--- src/rtl/spi_master_arbiter_if.sv ---
// spi_master_arbiter_if: requester handshakes, SPI pins and receive port of the arbiter
interface spi_master_arbiter_if #(parameter int DATA_W = 16);
    logic              req0, ack0, req1, ack1;
    logic [DATA_W-1:0] data0, data1, rx_data;
    logic              CKP, CPH, SCK, SS, MOSI, MISO;
    logic              rx_valid, rx_src, busy;
    modport master (
        input  req0, data0, req1, data1, CKP, CPH, MISO,
        output ack0, ack1, SCK, SS, MOSI, rx_data, rx_valid, rx_src, busy
    );
    modport slave (
        output req0, data0, req1, data1, CKP, CPH, MISO,
        input  ack0, ack1, SCK, SS, MOSI, rx_data, rx_valid, rx_src, busy
    );
endinterface

--- src/rtl/spi_master_arbiter.sv ---
// spi_master_arbiter: round-robin SPI master sharing one bus between two requesters
module spi_master_arbiter #(
    parameter int DATA_W   = 16,
    parameter int DIV      = 2,
    parameter int IDLE_GAP = 2
) (
    input logic                  clk,
    input logic                  reset,
    spi_master_arbiter_if.master bus
);
    localparam int CMAX = (DIV > IDLE_GAP) ? DIV : IDLE_GAP;
    localparam int CW   = $clog2(CMAX + 1);
    localparam int EW   = $clog2(2 * DATA_W + 1);
    typedef enum logic [2:0] {IDLE, SETUP, SHIFT, HOLD, GAP} state_t;
    state_t            state, nxt;
    logic [CW-1:0]     cnt;
    logic [EW-1:0]     edge_cnt;
    logic [DATA_W-1:0] tx_sr, rx_sr, din;
    logic              sck, ss, mosi, cph_l, owner, last_gnt;
    logic              tick, gap_done, last_edge, shift_tick, sample_e, drive_e;
    logic              grant, win, hold_done, gap_exit;
    assign bus.SCK  = sck;
    assign bus.SS   = ss;
    assign bus.MOSI = mosi;
    // state register
    always_ff @(posedge clk or posedge reset) begin
        if (reset) state <= IDLE;
        else state <= nxt;
    end
    // next-state: each timed phase advances when its cycle counter expires
    always_comb begin
        nxt = state;
        case (state)
            IDLE:    nxt = grant ? SETUP : IDLE;
            SETUP:   nxt = tick ? SHIFT : SETUP;
            SHIFT:   nxt = (tick && last_edge) ? HOLD : SHIFT;
            HOLD:    nxt = tick ? GAP : HOLD;
            GAP:     nxt = gap_done ? IDLE : GAP;
            default: nxt = IDLE;
        endcase
    end
    // control decode; edge_cnt is 0-based so even counts are leading SCK edges
    always_comb begin
        tick       = cnt == CW'(DIV - 1);
        gap_done   = cnt == CW'(IDLE_GAP - 1);
        last_edge  = edge_cnt == EW'(2 * DATA_W - 1);
        shift_tick = (state == SHIFT) && tick;
        sample_e   = shift_tick && (cph_l ? edge_cnt[0] : ~edge_cnt[0]);
        drive_e    = shift_tick && (cph_l ? ~edge_cnt[0] : (edge_cnt[0] && !last_edge));
        grant      = (state == IDLE) && (bus.req0 || bus.req1);
        win        = (bus.req0 && bus.req1) ? ~last_gnt : bus.req1;
        din        = win ? bus.data1 : bus.data0;
        hold_done  = (state == HOLD) && tick;
        gap_exit   = (state == GAP) && gap_done;
    end
    // datapath: SPI pins, shifters, handshakes and receive port
    always_ff @(posedge clk or posedge reset) begin
        if (reset) begin
            cnt          <= '0;
            edge_cnt     <= '0;
            tx_sr        <= '0;
            rx_sr        <= '0;
            sck          <= 1'b0;
            ss           <= 1'b1;
            mosi         <= 1'b0;
            cph_l        <= 1'b0;
            owner        <= 1'b0;
            last_gnt     <= 1'b1;
            bus.ack0     <= 1'b0;
            bus.ack1     <= 1'b0;
            bus.rx_data  <= '0;
            bus.rx_valid <= 1'b0;
            bus.rx_src   <= 1'b0;
            bus.busy     <= 1'b0;
        end else begin
            cnt          <= (state != nxt || state == IDLE || shift_tick) ? '0 : cnt + 1'b1;
            edge_cnt     <= grant ? '0 : (shift_tick ? edge_cnt + 1'b1 : edge_cnt);
            sck          <= (state == IDLE) ? bus.CKP : (shift_tick ? ~sck : sck);
            bus.ack0     <= grant && !win;
            bus.ack1     <= grant && win;
            bus.rx_valid <= hold_done;
            bus.busy     <= grant ? 1'b1 : (gap_exit ? 1'b0 : bus.busy);
            if (grant) begin
                ss       <= 1'b0;
                owner    <= win;
                last_gnt <= win;
                cph_l    <= bus.CPH;
                tx_sr    <= bus.CPH ? din : {din[DATA_W-2:0], 1'b0};
                mosi     <= ~bus.CPH & din[DATA_W-1];
            end
            if (drive_e) begin
                mosi  <= tx_sr[DATA_W-1];
                tx_sr <= {tx_sr[DATA_W-2:0], 1'b0};
            end
            if (sample_e) rx_sr <= {rx_sr[DATA_W-2:0], bus.MISO};
            if (hold_done) begin
                ss          <= 1'b1;
                mosi        <= 1'b0;
                bus.rx_data <= rx_sr;
                bus.rx_src  <= owner;
            end
        end
    end
endmodule

--- src/flat_wrapper.sv ---
// flat-port wrapper written by rule: the top's interface ports become plain ports
module spi_master_arbiter_flat 
#(
    parameter int DATA_W   = 16,
    parameter int DIV      = 2,
    parameter int IDLE_GAP = 2
)
  (clk, reset, bus_req0, bus_data0, bus_req1, bus_data1, bus_CKP, bus_CPH, bus_MISO, bus_ack0, bus_ack1, bus_SCK, bus_SS, bus_MOSI, bus_rx_data, bus_rx_valid, bus_rx_src, bus_busy);
  spi_master_arbiter_if #(.DATA_W(DATA_W)) bus_i ();
  input logic clk;
  input logic reset;
  input wire logic [$bits(bus_i.req0)-1:0] bus_req0;
  input wire logic [$bits(bus_i.data0)-1:0] bus_data0;
  input wire logic [$bits(bus_i.req1)-1:0] bus_req1;
  input wire logic [$bits(bus_i.data1)-1:0] bus_data1;
  input wire logic [$bits(bus_i.CKP)-1:0] bus_CKP;
  input wire logic [$bits(bus_i.CPH)-1:0] bus_CPH;
  input wire logic [$bits(bus_i.MISO)-1:0] bus_MISO;
  output wire logic [$bits(bus_i.ack0)-1:0] bus_ack0;
  output wire logic [$bits(bus_i.ack1)-1:0] bus_ack1;
  output wire logic [$bits(bus_i.SCK)-1:0] bus_SCK;
  output wire logic [$bits(bus_i.SS)-1:0] bus_SS;
  output wire logic [$bits(bus_i.MOSI)-1:0] bus_MOSI;
  output wire logic [$bits(bus_i.rx_data)-1:0] bus_rx_data;
  output wire logic [$bits(bus_i.rx_valid)-1:0] bus_rx_valid;
  output wire logic [$bits(bus_i.rx_src)-1:0] bus_rx_src;
  output wire logic [$bits(bus_i.busy)-1:0] bus_busy;
  assign bus_i.req0 = bus_req0;
  assign bus_i.data0 = bus_data0;
  assign bus_i.req1 = bus_req1;
  assign bus_i.data1 = bus_data1;
  assign bus_i.CKP = bus_CKP;
  assign bus_i.CPH = bus_CPH;
  assign bus_i.MISO = bus_MISO;
  assign bus_ack0 = bus_i.ack0;
  assign bus_ack1 = bus_i.ack1;
  assign bus_SCK = bus_i.SCK;
  assign bus_SS = bus_i.SS;
  assign bus_MOSI = bus_i.MOSI;
  assign bus_rx_data = bus_i.rx_data;
  assign bus_rx_valid = bus_i.rx_valid;
  assign bus_rx_src = bus_i.rx_src;
  assign bus_busy = bus_i.busy;
  spi_master_arbiter #(.DATA_W(DATA_W), .DIV(DIV), .IDLE_GAP(IDLE_GAP)) u_core (.clk(clk), .reset(reset), .bus(bus_i));
endmodule
--- config.mk ---
export PLATFORM = sky130hd
export DESIGN_NAME = spi_master_arbiter_flat
export DESIGN_NICKNAME = d
export VERILOG_FILES = /design/src/rtl/spi_master_arbiter_if.sv /design/src/rtl/spi_master_arbiter.sv /design/src/flat_wrapper.sv
export SDC_FILE = /design/constraint.sdc
export NUM_CORES = 1
export LEC_CHECK = 0
export ABC_AREA = 1
export CAP_MARGIN = 5
export CORE_MARGIN = 10
export CORE_UTILIZATION = 24
export CTS_CLUSTER_SIZE = 30
export DETAILED_ROUTE_END_ITERATION = 7
export PLACE_DENSITY_LB_ADDON = 0.15
export SYNTH_ARGS = -nofsm -noshare
export SYNTH_HDL_FRONTEND = slang
export SYNTH_SLANG_ARGS = --single-unit
--- constraint.sdc ---
create_clock -name clk -period 1.9 [get_ports clk]
set_input_delay 0.19 -clock clk [delete_from_list [all_inputs] [get_ports clk]]
set_output_delay 0.19 -clock clk [all_outputs]
set_load 0.01 [all_outputs]
==> impl_metrics.csv, run 1 <==
group,metric,value,unit
setup_path,start_kind,"flop",
power,power_density,1340,nW/µm²
drt,drc_errors,0,
synthesis,async_reset_ff_frac,1.00,
sta,min_period_over_period,0.874,
floorplanning,die_w,140,µm
sta,fmax,0.602,GHz
sta,setup_viol,0,
global_routing,grt_pass1_vias,2957,
floorplanning,start_util,0.247,
drt,via_per_inst,4.42,
drt,wl_per_cell,13.9,µm
cells_and_area,multiInputGateArea,1450,µm²
floorplanning,rows,43,
cells_and_area,seqCellArea,1750,µm²
cells_and_area,stdcell_count,649,
floorplanning,dieArea,19600,µm²
floorplanning,ios,63,
sta,fin_setup_tns,0,ns
clock_tree,cts_tree,"yes",
global_routing,grt.overflow.total,0,
setup_path,r2r_slack,0.24,ns
synthesis,synth_area_per_cell,8.63,µm²
setup_path,rr_worst_depth,8,
drt,first_iter_violations,107,
clock_tree,clock_path_buffers,2,
global_routing,grt_pass1_wl,15400,µm
clock_tree,holdBufCountCts,0,
drt,firstDrtPassIters,5,
cells_and_area,diodes,0,
sta,slew_viol_final,0,
clock_tree,clockRootBuffer,"clkbuf_16",
setup_path,cp.arrival,1.93,ns
clock_tree,cts.sinks,70,
drt,antenna_left,0,
cells_and_area,drive_gt1_frac,0.147,
global_routing,grt_use_total,0.0952,
sta,final.setup_skew,0.00737,ns
hold_path,hold_path.class,"in2async",
cells_and_area,fill_cells,1497,
clock_tree,cts_buffers,9,
synthesis,yosysTopAreaCell,"dfrtp_1",
setup_path,crit_path_max_fanout,16,
place,place_congestion,0.749,
cells_and_area,syn_to_final_growth,32.0,%
floorplanning,core_area,14000,µm²
power,p_leak,0.00202,µW
synthesis,syn_inst,401,
setup_path,worstReg2RegEnd,"u_core.tx_sr[1]$_DFFE_PP0P_",
sta,fin_crit,1.66,ns
cells_and_area,utilization,0.326,
cells_and_area,final_nets,505,
run_status,status,"finished clean",
global_routing,grt_max_degree,71,
synthesis,synth-edff-count,0,
setup_path,required,2.17,ns
power,power.total,6140,µW
floorplanning,fp.dieH,140,µm
sta,relSlewSlack,0.638,
synthesis,syn_area,3460,µm²
global_routing,antenna_found_initial,0,
drt,drt-total-wl,9040,µm
place,dp.cells,633,
synthesis,synthDominantCellAreaShare,0.492,
setup_path,crit_type,"reg2reg",
clock_tree,h-tree-depth,3,
clock_tree,post_cts_buffers,0,
clock_tree,cts.clk_slew.worst_paths,0.06,ns
synthesis,yosysUniqueCellTypes,28,
place,numPortBuffers,62,
sta,worst_slew_pin_slew,0.543,ns
synthesis,yosysSeqAreaShare,0.507,
sta,hold_viol,0,
synthesis,synth_nets,442,
drt,num_vias,2870,
sta,rsz0062_at_grt,"no",
clock_tree,cts_resized,0,
clock_tree,clk_latency,0.33,ns
run,maxCapViolCount,0,
setup_path,end_kind,"flop",
setup_path,regToRegStartpoint,"u_core.cnt[1]$_DFF_PP0_",
synthesis,synth_seq_cells,70,
synthesis,yosys_warnings,0,
place,dpl.hpwl,6290,µm
synthesis,ys_top_cells_by_area,"dfrtp_1 49%, nand3_1 12%, nand2_1 9.9%, nand3_2 5.8%, o21ai_1 3.8%",
synthesis,ys.flop_type,"dfrtp_1",
power,irDropWorstVdd,664,µV
metal layers:
metal  global-route usage  up-vias  share of wire
met5                    0        -              0
met4               0.0342        0          0.010
met3               0.0335        6          0.064
met2                0.134       64           0.43
met1                0.130     1344           0.50
li1                     -     1456              -
Yosys cell counts, drive strengths merged, types with 2 or more instances:
master	instances
nand2	99
dfstp	2
clkbuf	2
ha	2
nand4	2
buf	17
a21oi	5
inv	36
o21ai	42
dfrtp	68
nand3	102
nor2	18
state kept, by name, indices dropped and copies added, names as in the netlist:
register	flops
u_core.bus.rx_data	16
u_core.bus.ack1	1
u_core.bus.rx_valid	1
u_core.bus.SS	1
u_core.bus.MOSI	1
u_core.rx_sr	16
u_core.bus.rx_src	1
u_core.owner	1
u_core.bus.SCK	1
u_core.bus.ack0	1
u_core.cph_l	1
u_core.bus.busy	1
u_core.state	3
u_core.last_gnt	1
u_core.cnt	2
u_core.edge_cnt	6
u_core.tx_sr	16
final cells by class:
cell class | instances | share of cell area
clock inverter | 6 | 0.0153
multi-input combinational | 276 | 0.317
tap | 180 | 0.0493
clock buffer | 10 | 0.0501
inverter | 36 | 0.0310
timing repair buffer | 71 | 0.153
sequential | 70 | 0.384
per-stage QoR:
stage / setup WS [ns] / cell area (µm²) / hold slack, ns
2_1_floorplan: 0.444 / 3460 / 0.349
3_3_place_gp: 0.199 / 4270 / 0.421
3_5_place_dp: 0.198 / 4270 / 0.437
4_1_cts: 0.206 / 4570 / 0.328
5_1_grt: 0.0490 / 4570 / 0.356
6_report: 0.239 / 4570 / 0.292
cells in the final DEF, fill, tap and decap left out, types with 4 or more instances in the layout:
cell | synthesis | routed
clkdlybuf4s50_1 | 0 | 62
nand2_1 | 91 | 91
nand3_1 | 82 | 82
nand3_2 | 20 | 20
buf_4 | 2 | 8
inv_1 | 29 | 28
inv_2 | 6 | 6
nor2_1 | 11 | 11
nor2_4 | 6 | 6
clkinvlp_4 | 0 | 4
clkbuf_16 | 0 | 9
dfrtp_1 | 68 | 68
o21ai_0 | 16 | 16
nand2_2 | 6 | 6
a21oi_1 | 5 | 5
o21ai_1 | 26 | 26
where the power goes:
group          internal [µW]  switching (µW)  leakage [µW]
Clock                   1030             665      0.000136
Combinational            889            1240      0.000983
Sequential              2010             309      0.000905
cell families after synthesis:
| group | share of synthesized area |
|---|---|
| flops | 0.507 |
| fa+ha+maj | 0.00723 |
| simple gates | 0.333 |
| xor+xnor | 0.00506 |
| compound gates | 0.0727 |
| buf+inv | 0.0752 |
critical path, cell delays in order, from the launching register on:
cell,delay (ns)
dfrtp_1,0.35
inv_1,0.05
ha_1,0.26
nand2_2,0.10
nor2_4,0.19
nand2_2,0.09
nor2_4,0.34
nand2_1,0.12
nand3_2,0.09
how the worst max path moves through the flow:
stage / cells after the start / endpoint / from
after floorplan: 10 / u_core.tx_sr[2]$_DFFE_PP0P_ / u_core.cnt[1]$_DFF_PP0_
after detailed placement: 6 / u_core.edge_cnt[5]$_DFFE_PP0P_ / bus_req1
final: 8 / u_core.tx_sr[1]$_DFFE_PP0P_ / u_core.cnt[1]$_DFF_PP0_
after global placement: 6 / u_core.edge_cnt[5]$_DFFE_PP0P_ / bus_req1
after global routing: 7 / u_core.tx_sr[10]$_DFFE_PP0P_ / u_core.edge_cnt[0]$_DFFE_PP0P_
after CTS: 8 / u_core.tx_sr[2]$_DFFE_PP0P_ / u_core.cnt[1]$_DFF_PP0_
No activity file was read; power rests on OpenSTA's default activity.
==> run 2, diff against run 1 <==
--- a/config.mk
+++ b/config.mk
@@ -7,7 +7,7 @@
 export LEC_CHECK = 0
 export ABC_AREA = 1
 export CAP_MARGIN = 5
-export CORE_MARGIN = 10
+export CORE_MARGIN = 3
 export CORE_UTILIZATION = 24
 export CTS_CLUSTER_SIZE = 30
 export DETAILED_ROUTE_END_ITERATION = 7
==> impl_metrics.csv, run 2 (same netlist as run 1, synthesis figures left out) <==
group,metric,value,unit
run_status,status,"finished clean",
floorplanning,ios,63,
setup_path,path_delay_family,"simple AND/OR/NAND/NOR gates",
run,maxCapViolCount,0,
setup_path,path_cells,"inv_1, ha_1, nand2_2, nor2_4, nand2_2, nor2_4, nor3_1, nor2_1",
floorplanning,start_util,0.247,
power,p_leak,0.00205,µW
global_routing,grt_pass1_vias,3054,
clock_tree,cts_buffers,9,
global_routing,antenna_found_initial,0,
cells_and_area,final_nets,504,
clock_tree,cts.clk_slew.worst_paths,0.06,ns
clock_tree,cts_resized,0,
sta,fmax,0.594,GHz
setup_path,endpoint,"u_core.bus.MOSI$_DFFE_PP0P_",
drt,firstDrtPassIters,5,
sta,min_period_over_period,0.887,
global_routing,grt_max_degree,71,
clock_tree,clk_latency,0.33,ns
sta,fin_setup_tns,0,ns
floorplanning,rows,43,
floorplanning,fp.dieH,126,µm
setup_path,required,2.16,ns
place,place_congestion,0.768,
drt,num_vias,2860,
setup_path,regToRegStartpoint,"u_core.cnt[1]$_DFF_PP0_",
power,p_int,4070,µW
cells_and_area,stdcell_count,648,
setup_path,crit_type,"reg2reg",
global_routing,grt.overflow.total,0,
power,power_density,1370,nW/µm²
setup_path,path_depth,8,
drt,wirelength_met1,4220,µm
global_routing,grt_use_total,0.114,
drt,drc_errors,0,
place,numPortBuffers,62,
place,dp.cells,632,
clock_tree,cts_tree,"yes",
sta,slew_viol_final,0,
clock_tree,cts.sinks,70,
setup_path,cp-startpoint,"u_core.cnt[1]$_DFF_PP0_",
cells_and_area,syn_to_final_growth,32.8,%
setup_path,cp.buffers_inverters,1,
drt,antenna_left,0,
drt,wl_met3,476,µm
clock_tree,holdBufCountCts,0,
clock_tree,clockRootBuffer,"clkbuf_16",
clock_tree,post_cts_buffers,0,
cells_and_area,diodes,0,
setup_path,end_kind,"flop",
clock_tree,clock_path_buffers,2,
setup_path,slowest_delay,0.36,ns
drt,wl_per_cell,13.3,µm
sta,setup_viol,0,
floorplanning,die_w,126,µm
sta,relSlewSlack,0.639,
setup_path,start_kind,"flop",
power,pwr-share-comb,0.341,
floorplanning,core_area,14000,µm²
power,p_seq_frac,0.369,
power,irDropWorstVdd,540,µV
setup_path,cp.arrival,1.94,ns
setup_path,slowest_stage,"dfrtp_1",
drt,via_per_inst,4.41,
setup_path,rr_worst_depth,8,
setup_path,worstReg2RegEnd,"u_core.bus.MOSI$_DFFE_PP0P_",
sta,worst_slew_pin_slew,0.541,ns
global_routing,grt_pass1_wl,14800,µm
cells_and_area,fill_cells,1483,
setup_path,r2r_slack,0.22,ns
drt,drt-total-wl,8640,µm
place,dpl.hpwl,5810,µm
sta,hold_viol,0,
cells_and_area,layout_common_cells,"91 x nand2_1, 82 x nand3_1, 68 x dfrtp_1",
drt,top_layer,"met4",
drt,first_iter_violations,142,
hold_path,hold_path.class,"in2async",
power,clkPwrFrac,0.290,
drt,dr_wl_met2,3800,µm
floorplanning,dieArea,15900,µm²
cells_and_area,drive_gt1_frac,0.147,
power,p_switching,2220,µW
setup_path,crit_path_max_fanout,16,
sta,fin_crit,1.68,ns
sta,final.setup_skew,0.00716,ns
power,power.total,6280,µW
power,p_sw_frac,0.353,
cells_and_area,top_regs,"u_core.bus.rx_data x16, u_core.rx_sr x16, u_core.tx_sr x16",
cells_and_area,layout_commonest_cell,"nand2_1",
clock_tree,h-tree-depth,3,
sta,rsz0062_at_grt,"no",
[run 2: routing by layer]
layer,GRT usage,up-vias
li1,-,1450
met1,0.150,1331
met2,0.178,68
met3,0.0369,11
met4,0.0385,0
met5,0,-
[run 2: worst min-delay path, delay by kind of cell]
family                 cells  cell delay [ns]
buffers and inverters      3             0.86
[run 2: layout make-up]
type	count	area, µm²	share of cell area
Clock inverter	7	96.3	0.0210
Tap cell	180	225	0.0490
Multi-Input combinational cell	276	1450	0.315
Timing Repair Buffer	70	706	0.154
Sequential cell	70	1750	0.382
Inverter	36	141	0.0308
Clock buffer	9	225	0.0490
[run 2: through the flow]
| stage | worst slack [ns] | cell area, µm² | hold slack [ns] | utilization |
|---|---|---|---|---|
| 3_3_place_gp | 0.197 | 4270 | 0.421 | 0.305 |
| 3_5_place_dp | 0.212 | 4270 | 0.429 | 0.305 |
| 6_report | 0.216 | 4590 | 0.300 | 0.328 |
| 4_1_cts | 0.194 | 4590 | 0.329 | 0.328 |
| 2_1_floorplan | 0.444 | 3460 | 0.349 | - |
| 5_1_grt | 0.0511 | 4590 | 0.358 | 0.328 |
[run 2: worst min path at each step]
stage	start	to	slack, ns	cells past startpoint
after CTS	reset	u_core.tx_sr[4]$_DFFE_PP0P_	0.33	3
final	reset	u_core.bus.rx_data[11]$_DFFE_PP0P_	0.30	3
after floorplan	bus_CKP	u_core.bus.SCK$_DFFE_PP0P_	0.35	2
after detailed placement	u_core.cnt[0]$_DFF_PP0_	u_core.cnt[0]$_DFF_PP0_	0.43	1
after global placement	u_core.cnt[0]$_DFF_PP0_	u_core.cnt[0]$_DFF_PP0_	0.42	1
after global routing	reset	u_core.rx_sr[9]$_DFFE_PP0P_	0.36	3
[run 2: power by group through the flow]
stage / Combinational, µW / Clock, µW / Sequential (µW)
floorplan: 1430 / 0 / 2360
global placement: 2150 / 0 / 2350
detailed placement: 2180 / 0 / 2340
CTS: 2190 / 1890 / 2330
global route: 2430 / 1950 / 2390
finish: 2140 / 1820 / 2320
